--- src/rtl/alu_pkg.sv ---
// Shared ALU definitions: opcode encodings (also used by the result mux) and
// the dispatcher state type.
package alu_pkg;
  localparam logic [2:0] OP_NOT   = 3'b000;
  localparam logic [2:0] OP_AND   = 3'b001;
  localparam logic [2:0] OP_OR    = 3'b010;
  localparam logic [2:0] OP_XOR   = 3'b011;
  localparam logic [2:0] OP_ADD   = 3'b100;
  localparam logic [2:0] OP_SUB   = 3'b101;
  localparam logic [2:0] OP_MULTI = 3'b110;
  localparam logic [2:0] OP_DIV   = 3'b111;

  typedef enum logic [1:0] {ST_IDLE, ST_EXEC, ST_WAIT, ST_RESP} state_t;

  // MULTI and DIV are the only opcodes served by multi-cycle units
  function automatic logic is_multicycle(input logic [2:0] op);
    return op[2] & op[1];
  endfunction
endpackage

--- src/rtl/alu_wait_timer.sv ---
// Clear/enable cycle counter; o_expired flags the count reaching TIMEOUT-1.
module alu_wait_timer #(
  parameter int TIMEOUT = 32
) (
  input  logic i_clk,
  input  logic i_rst_n,
  input  logic i_clr,
  input  logic i_en,
  output logic o_expired
);
  localparam int CW = $clog2(TIMEOUT);

  logic [CW-1:0] r_cnt;

  always_ff @(posedge i_clk or negedge i_rst_n) begin
    if (!i_rst_n)   r_cnt <= '0;
    else if (i_clr) r_cnt <= '0;
    else if (i_en)  r_cnt <= r_cnt + CW'(1);
  end

  assign o_expired = (r_cnt == CW'(TIMEOUT - 1));
endmodule

--- src/rtl/alu_op_dispatcher.sv ---
// ALU front-end sequencer: accepts one request, drives opcode/operands, runs
// the mul/div start/done handshake and returns the captured result.
module alu_op_dispatcher
  import alu_pkg::*;
#(
  parameter int WIDTH   = 8,
  parameter int TIMEOUT = 32
) (
  input  logic             i_clk,
  input  logic             i_rst_n,
  input  logic             i_req_valid,
  output logic             o_req_ready,
  input  logic [2:0]       i_req_op,
  input  logic [WIDTH-1:0] i_req_a,
  input  logic [WIDTH-1:0] i_req_b,
  output logic [2:0]       o_op_sel,
  output logic [WIDTH-1:0] o_opnd_a,
  output logic [WIDTH-1:0] o_opnd_b,
  output logic             o_mul_start,
  output logic             o_div_start,
  input  logic             i_mul_done,
  input  logic             i_div_done,
  input  logic [WIDTH-1:0] i_alu_res,
  output logic             o_rsp_valid,
  input  logic             i_rsp_ready,
  output logic [WIDTH-1:0] o_rsp_data,
  output logic [2:0]       o_rsp_op,
  output logic             o_rsp_err
);
  state_t           r_state;
  logic [2:0]       r_op_sel;
  logic [WIDTH-1:0] r_opnd_a, r_opnd_b, r_rsp_data;
  logic [2:0]       r_rsp_op;
  logic             r_rsp_err;
  logic             w_expired, w_done, w_div_zero;

  assign w_div_zero = (r_opnd_b == '0);
  // only the done line of the unit actually started is honoured
  assign w_done     = (r_op_sel == OP_MULTI) ? i_mul_done : i_div_done;

  alu_wait_timer #(.TIMEOUT(TIMEOUT)) u_timer (
    .i_clk     (i_clk),
    .i_rst_n   (i_rst_n),
    .i_clr     (r_state == ST_EXEC),
    .i_en      (r_state == ST_WAIT),
    .o_expired (w_expired)
  );

  always_ff @(posedge i_clk or negedge i_rst_n) begin
    if (!i_rst_n) begin
      r_state    <= ST_IDLE;
      r_op_sel   <= '0;
      r_opnd_a   <= '0;
      r_opnd_b   <= '0;
      r_rsp_data <= '0;
      r_rsp_op   <= '0;
      r_rsp_err  <= 1'b0;
    end else begin
      case (r_state)
        ST_IDLE: if (i_req_valid) begin
          r_op_sel <= i_req_op;
          r_opnd_a <= i_req_a;
          r_opnd_b <= i_req_b;
          r_state  <= ST_EXEC;
        end
        ST_EXEC: begin
          r_rsp_op <= r_op_sel;
          if (!is_multicycle(r_op_sel)) begin
            r_rsp_data <= i_alu_res;
            r_rsp_err  <= 1'b0;
            r_state    <= ST_RESP;
          end else if (r_op_sel == OP_DIV && w_div_zero) begin
            r_rsp_data <= '1;
            r_rsp_err  <= 1'b1;
            r_state    <= ST_RESP;
          end else begin
            r_state <= ST_WAIT;
          end
        end
        ST_WAIT: if (w_done) begin
          r_rsp_data <= i_alu_res;
          r_rsp_err  <= 1'b0;
          r_state    <= ST_RESP;
        end else if (w_expired) begin
          r_rsp_data <= '0;
          r_rsp_err  <= 1'b1;
          r_state    <= ST_RESP;
        end
        ST_RESP: if (i_rsp_ready) r_state <= ST_IDLE;
        default: r_state <= ST_IDLE;
      endcase
    end
  end

  assign o_req_ready = (r_state == ST_IDLE);
  assign o_rsp_valid = (r_state == ST_RESP);
  assign o_mul_start = (r_state == ST_EXEC) && (r_op_sel == OP_MULTI);
  assign o_div_start = (r_state == ST_EXEC) && (r_op_sel == OP_DIV) && !w_div_zero;
  assign o_op_sel    = r_op_sel;
  assign o_opnd_a    = r_opnd_a;
  assign o_opnd_b    = r_opnd_b;
  assign o_rsp_data  = r_rsp_data;
  assign o_rsp_op    = r_rsp_op;
  assign o_rsp_err   = r_rsp_err;
endmodule

--- config.mk ---
export PLATFORM = sky130hd
export DESIGN_NAME = alu_op_dispatcher
export DESIGN_NICKNAME = d
export VERILOG_FILES = /design/src/rtl/alu_pkg.sv /design/src/rtl/alu_wait_timer.sv /design/src/rtl/alu_op_dispatcher.sv
export SDC_FILE = /design/constraint.sdc
export NUM_CORES = 1
export LEC_CHECK = 0
export CAP_MARGIN = 20
export CORE_MARGIN = 3
export CORE_UTILIZATION = 40
export DETAILED_ROUTE_END_ITERATION = 10
export GPL_TIMING_DRIVEN = 0
export PLACE_DENSITY = 0.85
export SYNTH_ARGS = -nofsm -noshare
export SYNTH_HDL_FRONTEND = slang
export SYNTH_HIERARCHICAL = 1
export SYNTH_SLANG_ARGS = --single-unit
--- constraint.sdc ---
create_clock -name i_clk -period 2.1 [get_ports i_clk]
set_input_delay 0.21 -clock i_clk [delete_from_list [all_inputs] [get_ports i_clk]]
set_output_delay 0.21 -clock i_clk [all_outputs]
set_load 0.01 [all_outputs]
### Yosys cells after proc, flatten, opt, wreduce, memory -nomap -nowiden

Cells that the tools add are included.
W data, S select, Z words.

| word-level totals | value |
|---|---|
| bits in read-only memories | 0 |
| bits in writable memories | 0 |
| register bits after elaboration | 38 |
| latch bits | 0 |
| memories kept | 0 |
| bits of input ports | 33 |

| cells by class | value |
|---|---|
| equal/unequal tests | 10 |
| div/mod/pow operators | 0 |
| reductions and logical operators | 11 |
| shift-type cells | 0 |
| $lt $le $gt $ge | 0 |
| bitwise logic cells | 1 |
| multiply operators | 0 |
| multiplexer cells | 20 |
| add/subtract/negate cells | 1 |

Operators by type and width:

| operator | number |
|---|---|
| $mux W8 | 4 |
| $pmux W8 S2 | 1 |
| $mux W5 | 2 |
| $logic_not A8 Y1 | 1 |
| $mux W2 | 4 |
| $pmux W2 S4 | 1 |
| $mux W1 | 7 |
| $eq A3 B3 Y1 const B | 2 |
| $ne A3 B3 Y1 const B | 2 |
| $reduce_and A3 Y1 | 2 |
| $add A5 B1 Y5 const B | 1 |
| $eq A5 B5 Y1 const B | 1 |
| $eq A2 B2 Y1 const B | 2 |
| $logic_and A1 B1 Y1 | 4 |
| $eq A2 B1 Y1 const B | 1 |
| $logic_not A2 Y1 | 1 |
| $ne A2 B1 Y1 const B | 1 |
| $ne A2 B2 Y1 const B | 1 |
| $pmux W1 S2 | 1 |
| $reduce_and A2 Y1 | 1 |
| $reduce_bool A2 Y1 | 1 |
| $and A1 B1 Y1 | 1 |
| $logic_not A1 Y1 | 1 |

### Depth between registers and ports, before layout

Gate-level depths: netlist of run 1.

| depth | value |
|---|---|
| word-level depth | 5 |
| mapped depth | 8 |

### Hierarchy

Netlist of run 1, hierarchy kept.

By module, submodules not included:

| module | area an instance (sq um) | instances | cells each |
|---|---|---|---|
| alu_op_dispatcher | 1453.9 | 1 | 112 |
| alu_wait_timer | 276.5 | 1 | 22 |

### Worst setup path before layout of run 1

Ideal clock, no wire load.

| timing path | value |
|---|---|
| kind | reg2reg |
| start | register r_state[0] |
| end | register r_op_sel[1], in the netlist o_op_sel[1] |
| setup time | 0.125 ns |
| path buffers | 1 |
| slack | 0.372 ns |
| cell stages (with the launch flop) | 6 |
| clock period less this slack | 1.728 ns |
| data arrival time | 1.603 ns |
| cell sequence | dfrtp_1 inv_1 ha_1 nand2_1 buf_2 mux2_2 |

| between the ends | value |
|---|---|
| longest elaborated chain between the ends | 2 |

RTL lines:

| element | RTL line | text |
|---|---|---|
| start: declaration | alu_op_dispatcher.sv:30 | `state_t r_state;` |
| start signal: assignment | alu_op_dispatcher.sv:51 | `r_state <= ST_IDLE;` |
| start signal: assignment | alu_op_dispatcher.sv:64 | `r_state <= ST_EXEC;` |
| start signal: assignment | alu_op_dispatcher.sv:71 | `r_state <= ST_RESP;` |
| $logic_not A2 Y1 | n/a |  |
| via o_req_ready | alu_op_dispatcher.sv:12 | `output logic o_req_ready,` |
| $reduce_and A2 Y1 (no source line) | n/a |  |
| end signal: assignment | alu_op_dispatcher.sv:61 | `r_op_sel <= i_req_op;` |
| end: declaration | alu_op_dispatcher.sv:31 | `logic [2:0] r_op_sel;` |

The timed path passes the listed nets, and every way through them passes these cells.
A chain may end at the register's enable or synchronous reset.

### Worst setup path after layout of run 1

| timing path | value |
|---|---|
| start | register r_opnd_b[1], in the netlist o_opnd_b[1] |
| end | output port o_div_start |

| between the ends | value |
|---|---|
| longest elaborated chain between the ends | 3 |

RTL lines:

| element | RTL line | text |
|---|---|---|
| start: declaration | alu_op_dispatcher.sv:32 | `logic [WIDTH-1:0] r_opnd_a, r_opnd_b, r_rsp_data;` |
| start signal: assignment | alu_op_dispatcher.sv:63 | `r_opnd_b <= i_req_b;` |
| $logic_not A8 Y1 | alu_op_dispatcher.sv:37 | `assign w_div_zero = (r_opnd_b == '0);` |
| $logic_not A1 Y1 | alu_op_dispatcher.sv:98 | `assign o_div_start = (r_state == ST_EXEC) && (r_op_sel == OP_DIV) && !w_div_zero;` |
| $logic_and A1 B1 Y1 | alu_op_dispatcher.sv:98 |  |
| end: declaration | alu_op_dispatcher.sv:20 | `output logic o_div_start,` |

No other way between the ends.

==> reports/results.md, run 1 <==
| Step | Quantity | Reported |
| --- | --- | --- |
| synth | Post-synth cell types | 35 |
| place | Post-DP Area | 2460 µm² |
| sta | Slew at the pin with the worst max-slew slack | 0.839 ns |
| worst setup path | Worst Setup Start Kind | flip-flop |
| sta | Minimum clock period after layout | 1.99 ns |
| synth | Post-synthesis instance area | 1730 µm² |
| route | Via density per instance | 5.15 |
| place | Count of buffers from port buffering | 67 |
| worst setup path | Crit. End Element | output pin |
| clock tree | Clk pin slew, worst setup/hold paths | 0.08 ns |
| worst setup path | Worst setup path start | o_opnd_b[1] |
| synth | Predominant post-synthesis flop cell | sky130_fd_sc_hd__dfrtp_1 |
| synth | Portion of synthesized cell area occupied by the leading cell type | 0.550 |
| global routing | Maximum number of pins on one net before global-route repair | 39 |
| worst setup path | Maximum net fanout on the critical path | 3 |
| global routing | Number of antenna violations at the first check in global routing | 0 |
| layout | Cell Count, Final, Fillers Out | 261 |
| clock tree | Clk root buf | sky130_fd_sc_hd__clkbuf_8 |
| worst setup path | Arrival time at the worst endpoint | 1.78 ns |
| worst setup path | Startpoint of the most critical register-to-register path | o_opnd_b[1] |
| route | DRC | 0 |
| sta | Total Neg Setup Slack | 0 ns |
| clock tree | CTS tree | yes |
| synth | Share of async-settable or async-resettable flops after synthesis | 1.00 |
| layout | Fraction of layout cells with a size suffix above 1 | 0.232 |
| sta | Final cycle utilization of the critical path | 0.949 |
| synth | Count of flip-flops with a built-in enable after synthesis | 0 |
| synth | Synthesized area per cell | 12.9 µm² |
| synth | Most numerous cell types in the synthesized netlist | 38 x sky130_fd_sc_hd__dfrtp_1, 22 x sky130_fd_sc_hd__mux2_2, 14 x sky130_fd_sc_hd__nor2_1 |
| clock tree | Post-cts hold buffer count | 0 |
| route | Number of nets with antenna violations after detailed routing | 0 |
| min path | Hold crit path type | in2async |
| global routing | GRT Resource Usage Total | 0.181 |
| clock tree | Clock latency on the worst-skew pair | 0.29 ns |
| sta | Worst slew margin relative to its limit | 0.441 |
| layout | Number of antenna repair diodes | 0 |
| global routing | Wire length of the first global-routing pass | 7.13 mm |
| sta | Endpoints failing setup | 0 |
| synth | Cell types with the largest area share after synthesis | sky130_fd_sc_hd__dfrtp_1 55%, sky130_fd_sc_hd__mux2_2 14%, sky130_fd_sc_hd__ha_1 4.3%, sky130_fd_sc_hd__o2bb2ai_1 4.0%, sky130_fd_sc_hd__nor2_1 3.0% |
| route | Average wire length per cell after detail routing | 16.5 µm |
| power | Leakage Power | 1.15 nW |
| flow run | Number of violations of the max-capacitance limit | 0 |
| route | Routed Wire Length | 4.30 mm |
| power | Peak supply drop | 0.00109 V |
| place | Count of placed standard cells including taps | 251 |
| synth | Share of synthesized area occupied by flip-flops and latches | 0.550 |
| die | Row Count | 23 |
| route | 1st-iter DRT viols | 47 |
| die | Horizontal extent of the die | 71.8 µm |
| place | Routability congestion estimate from global placement | 0.785 |
| clock tree | Clock buffer depth | 2 |
| layout | Area Overhead vs Synth | 53.1% |
| sta | Setup repair after global routing missed its margin | false |
| layout | Total non-filler cell area in the finished layout | 2650 µm² |
| synth | Cell accounting for the most synthesized area | sky130_fd_sc_hd__dfrtp_1 |
| sta | Achievable clock frequency | 502 MHz |
| power | Total power of the final layout | 4.22 mW |
| sta | Number of hold violations in the final report | 0 |
| layout | Layout Nets | 249 |
| sta | Final Skew | 0.00703 ns |
| route | Via count of the routed design | 1343 |
| outcome | Status | finished clean |
| worst setup path | Required time of the critical path | 1.89 ns |
| die | Die area | 5150 µm² |
| synth | Count of warnings emitted by yosys | 6 |
| die | Die Y-Extent | 71.8 µm |
| sta | Number of max-slew violations in the final report | 0 |
| global routing | Congestion Overflow GR | 0 |
| place | DPL Wire Length | 2.87 mm |
| synth | Post-Syn Nets | 173 |
| synth | Most common cell in the netlist | sky130_fd_sc_hd__dfrtp_1 |
| place | Pre-CTS setup slack | -0.268 ns |
| die | Effective utilization at floorplan | 0.423 |
| die | Core region area | 4090 µm² |
| synth | Yosys reg bits | 38 |
| synth | Post-synthesis cell count | 134 |
| power | Power density relative to cell area | 1590 nW/µm² |
| die | Number of top-level pins | 68 |
| worst setup path | Category of the most critical setup path | reg2out |
| route | Length of the first detailed-routing pass in iterations | 4 |
| clock tree | Total number of H-tree levels | 2 |
| clock tree | Clock sink total | 38 |
| clock tree | CTS Buf Count | 5 |
| global routing | Vias in the first global route | 1422 |
| sta | Worst setup slack after layout | 0.107 ns |
per-layer routing:
metal	track usage	up-vias	wire, µm
li1	-	635	-
met4	0.0710	0	96
met2	0.272	58	1950
met1	0.223	643	1780
met3	0.0898	7	473
met5	0	-	0
cell type report:
class                      count  area (µm²)
buffer                         4        32.5
clock buffer                   5        68.8
clock inverter                 3        68.8
fill                         316        1440
inverter                       6        22.5
multi-input combinational     86         761
sequential                    38         951
tap                           50        62.6
timing repair buffer          69         682
cells by family (layout without fill, tap and decap cells):
group,Yosys count,after routing,synth area share
AO/OA/AOI/OAI,23,23,0.106
flip-flops,38,38,0.550
multiplexers,25,25,0.163
buffers and inverters,10,87,0.0318
AND/OR/NAND/NOR,31,31,0.101
XOR/XNOR,1,1,0.00506
adder cells (fa/ha/maj),6,6,0.0434
sequential cells by signal (all words and copies together), names as in the netlist:
register       count
o_rsp_op           3
o_opnd_a           8
r_state            2
o_opnd_b           8
o_rsp_err          1
o_op_sel           3
u_timer/r_cnt      5
o_rsp_data         8
report_power, final:
| part | switching, mW | total, mW | internal [mW] |
|---|---|---|---|
| registers | 0.296 | 1.38 | 1.08 |
| logic | 0.887 | 2.09 | 1.20 |
| clock network | 0.273 | 0.749 | 0.476 |
| total | 1.46 | 4.22 | 2.76 |
path summary, 6_finish.rpt:
path,endpoint,slack [ns],cells after the start
max,o_div_start,0.11,4
min,o_opnd_b[6],0.01,1
max reg2reg,o_rsp_data[2],0.17,6
min reg2reg,o_rsp_data[0],0.49,1
max in group asynchronous,u_timer/r_cnt[0],1.55,1
min in group i_clk,o_rsp_data[0],0.49,1
critical path, stage by stage, from the launching register on:
cell and delay [ns]:
sky130_fd_sc_hd__dfrtp_1 0.40, sky130_fd_sc_hd__nor4_2 0.46, sky130_fd_sc_hd__a21oi_2 0.13, sky130_fd_sc_hd__and2_2 0.21, sky130_fd_sc_hd__dlygate4sd2_1 0.28
placed cells by master (no fill, tap or decap), drive strengths merged, types with 2 or more instances in the layout:
master and count:
a21oi 5, clkbuf 5, inv 6, dfrtp 38, o2bb2ai 8, mux2 23
nor2 14, nand2 2, mux2i 2, buf 7, bufinv 2, nor4 3
nor2b 2, clkdlybuf4s50 64, ha 6
per-stage QoR:
step,hold WS [ns],util
5_1_grt,0.0669,0.648
3_3_place_gp,0.472,0.603
2_1_floorplan,-0.0856,-
6_report,0.0115,0.648
3_5_place_dp,0.358,0.602
4_1_cts,0.0357,0.647
repair_timing:
action | in CTS | in global routing
setup endpoints to repair | 2 | 6
pin swaps | 0 | 0
buffers inserted | 2 | 0
gates resized for setup | 8 | 2
Power figures use the tool's default switching activity.
==> run 2: changes to the inputs <==
--- a/config.mk
+++ b/config.mk
@@ -11,7 +11,7 @@
 export DETAILED_ROUTE_END_ITERATION = 10
 export GPL_TIMING_DRIVEN = 0
 export PLACE_DENSITY = 0.85
+export SKIP_CTS_REPAIR_TIMING = 1
 export SYNTH_ARGS = -nofsm -noshare
 export SYNTH_HDL_FRONTEND = slang
-export SYNTH_HIERARCHICAL = 1
 export SYNTH_SLANG_ARGS = --single-unit
==> run 2 against run 1 <==
Power is 3.3% lower. Register-to-register slack worse by 0.02 ns. Non-clock buffer count is 1 lower. Die area hardly changed. Hold slack hardly changed. Sequential power hardly changed. Setup slack better by 0.017 ns. First-iteration DRC count is 19% lower. Sequential share of layout area is 1.2 points higher. Count of clock-buffer cells in the layout is 1 higher. Critical path depth stayed put. Critical path type unchanged. Highest routed layer unchanged.
==> reports/results.md, run 2 <==
| Step | Quantity | Reported |
| --- | --- | --- |
| synth | Most numerous cell types in the synthesized netlist | 38 x sky130_fd_sc_hd__dfrtp_1, 23 x sky130_fd_sc_hd__mux2_2, 12 x sky130_fd_sc_hd__nor2_1 |
| die | Die area | 5150 µm² |
| synth | Post-synthesis instance area | 1730 µm² |
| synth | Cell types with the largest area share after synthesis | sky130_fd_sc_hd__dfrtp_1 55%, sky130_fd_sc_hd__mux2_2 15%, sky130_fd_sc_hd__o2bb2ai_1 4.6%, sky130_fd_sc_hd__ha_1 4.3%, sky130_fd_sc_hd__nor2_1 2.6% |
| global routing | GRT Max-Usage Layer | met2 |
| layout | Area Overhead vs Synth | 48.2% |
| worst setup path | Number of logic stages on the critical path including buffering | 4 |
| global routing | GRT Resource Usage Total | 0.155 |
| place | Count of placed standard cells including taps | 254 |
| sta | Final Skew | 0.00331 ns |
| worst setup path | Required time of the critical path | 1.89 ns |
| die | Die Y-Extent | 71.8 µm |
| sta | Endpoints failing setup | 0 |
| synth | Portion of synthesized cell area occupied by the leading cell type | 0.550 |
| worst setup path | Slowest library cell on the worst path | sky130_fd_sc_hd__nor4_1 |
| power | Power density relative to cell area | 1590 nW/µm² |
| global routing | Vias in the first global route | 1379 |
| route | 1st-iter DRT viols | 38 |
| route | Via count of the routed design | 1322 |
| global routing | Met3 layer usage reported by global route | 0.0701 |
| clock tree | Clk pin slew, worst setup/hold paths | 0.08 ns |
| synth | Count of warnings emitted by yosys | 0 |
| worst setup path | Worst Setup Start Kind | flip-flop |
| place | Pre-CTS setup slack | -0.0449 ns |
| synth | Synthesized area per cell | 12.6 µm² |
| layout | Leading cell type in the layout, fill and taps excluded | sky130_fd_sc_hd__clkdlybuf4s50_1 |
| layout | Fraction of layout cells with a size suffix above 1 | 0.208 |
| sta | Setup repair after global routing missed its margin | false |
| clock tree | Clock buffer depth | 2 |
| sta | Number of max-slew violations in the final report | 0 |
| synth | Share of async-settable or async-resettable flops after synthesis | 1.00 |
| clock tree | Clock latency on the worst-skew pair | 0.28 ns |
| route | Via density per instance | 5.05 |
| worst setup path | Crit. End Element | output pin |
| clock tree | Clk root buf | sky130_fd_sc_hd__clkbuf_8 |
| sta | Worst setup slack after layout | 0.123 ns |
| clock tree | CTS tree | yes |
| synth | Predominant post-synthesis flop cell | sky130_fd_sc_hd__dfrtp_1 |
| synth | Post-synthesis cell count | 137 |
| layout | Commonest cells after routing, fill and taps aside | 64 x sky130_fd_sc_hd__clkdlybuf4s50_1, 38 x sky130_fd_sc_hd__dfrtp_1, 23 x sky130_fd_sc_hd__mux2_2, 12 x sky130_fd_sc_hd__nor2_1, 9 x sky130_fd_sc_hd__o2bb2ai_1 |
| power | Leakage Power | 1.12 nW |
| global routing | Wire length of the first global-routing pass | 6.33 mm |
| synth | Share of synthesized area occupied by flip-flops and latches | 0.550 |
| outcome | Status | finished clean |
| sta | Minimum clock period after layout | 1.98 ns |
| die | Core region area | 4090 µm² |
| place | DPL Wire Length | 2.79 mm |
| die | Number of top-level pins | 68 |
| layout | Number of antenna repair diodes | 0 |
| clock tree | Total number of H-tree levels | 2 |
| layout | Core utilization of the finished layout | 0.627 |
| global routing | Maximum number of pins on one net before global-route repair | 39 |
| sta | Final cycle utilization of the critical path | 0.941 |
| place | Count of buffers from port buffering | 67 |
| synth | Post-Syn Nets | 176 |
| clock tree | CTS Buf Count | 5 |
| synth | Yosys reg bits | 38 |
| synth | Count of flip-flops with a built-in enable after synthesis | 0 |
| power | Total power of the final layout | 4.08 mW |
| die | Effective utilization at floorplan | 0.423 |
| worst setup path | Category of the most critical setup path | reg2out |
| global routing | Global-route track usage on met1 | 0.196 |
| route | Number of nets with antenna violations after detailed routing | 0 |
| worst setup path | Max stage delay on crit path | 0.56 ns |
| layout | Layout Nets | 250 |
| min path | Hold crit path type | in2async |
| sta | Slew at the pin with the worst max-slew slack | 0.807 ns |
| worst setup path | Cell class contributing the biggest share of worst-path delay | simple AND/OR/NAND/NOR gates |
| worst setup path | Crit-path cells | nor4_1 -> a21oi_2 -> and2_2 -> dlymetal6s2s_1 |
| synth | Cell accounting for the most synthesized area | sky130_fd_sc_hd__dfrtp_1 |
| global routing | Number of antenna violations at the first check in global routing | 0 |
| layout | Cell Count, Final, Fillers Out | 262 |
| sta | Number of hold violations in the final report | 0 |
| worst setup path | Buffers and inverters on the worst path | 1 |
| clock tree | Clock sink total | 38 |
| synth | Post-synth cell types | 30 |
| global routing | Congestion Overflow GR | 0 |
| synth | Most common cell in the netlist | sky130_fd_sc_hd__dfrtp_1 |
| power | Peak supply drop | 0.000874 V |
| flow run | Number of violations of the max-capacitance limit | 0 |
| worst setup path | Reg-to-reg slack, setup | 0.15 ns |
| global routing | Global routing usage on met2 | 0.251 |
| sta | Achievable clock frequency | 506 MHz |
| worst setup path | FF-to-FF path depth | 5 |
| worst setup path | Maximum net fanout on the critical path | 3 |
| route | Routed Wire Length | 3.82 mm |
| die | Row Count | 23 |
| die | Horizontal extent of the die | 71.8 µm |
| place | Routability congestion estimate from global placement | 0.751 |
| route | Length of the first detailed-routing pass in iterations | 4 |
| route | Average wire length per cell after detail routing | 14.6 µm |
| route | DRC | 0 |
| worst setup path | Arrival time at the worst endpoint | 1.77 ns |
| sta | Worst slew margin relative to its limit | 0.462 |
==> run 2: cells by family (layout without fill, tap and decap cells) <==
group,Yosys count,after routing,share of synthesized area
AND/OR/NAND/NOR,30,30,0.0905
adder cells (fa/ha/maj),6,6,0.0434
buffers and inverters,14,89,0.0434
flip-flops,38,38,0.550
multiplexers,23,23,0.150
AO/OA/AOI/OAI,26,26,0.123
==> run 2: where the power goes <==
part	switching (mW)	internal, mW	leakage, nW
Combinational	0.904	1.26	0.621
Clock	0.253	0.264	0.0472
Sequential	0.283	1.12	0.456
Total	1.44	2.64	1.12
==> run 2: cell type report <==
class	instances	area, µm²
plain buffers	5	42.5
clock buffers	6	82.6
clock inverters	2	12.5
multi-input cells	85	707
well taps	50	62.6
fillers	346	1520
inverters	9	33.8
repair buffers	67	671
flip-flops and latches	38	951
==> run 2: metrics by stage <==
stage | TNS, ns | hold WS, ns | instance area (µm²)
after floorplan | 0 | -0.0856 | 1730
after global placement | -3.86 | 0.473 | 2460
after detailed placement | -0.364 | 0.354 | 2460
after CTS | -0.754 | 0.0461 | 2550
after global routing | 0 | 0.0626 | 2560
final | 0 | 0.0116 | 2560
==> run 2: path summary, 6_finish.rpt <==
check	startpoint	to
max in group asynchronous	i_rst_n	o_opnd_b[7]
hold / removal	i_rst_n	r_state[0]
min in group i_clk	o_rsp_data[4]	o_rsp_data[4]
setup / recovery	o_opnd_b[1]	o_div_start
hold reg to reg	o_rsp_data[4]	o_rsp_data[4]
setup reg to reg	r_state[0]	o_opnd_b[7]
==> run 2: metal layers <==
metal / routed length [µm] / vias up / share of wire
met5: 0 / - / 0
met1: 1650 / 629 / 0.43
met3: 307 / 5 / 0.080
met2: 1830 / 46 / 0.48
met4: 26 / 0 / 0.0068
li1: - / 642 / -
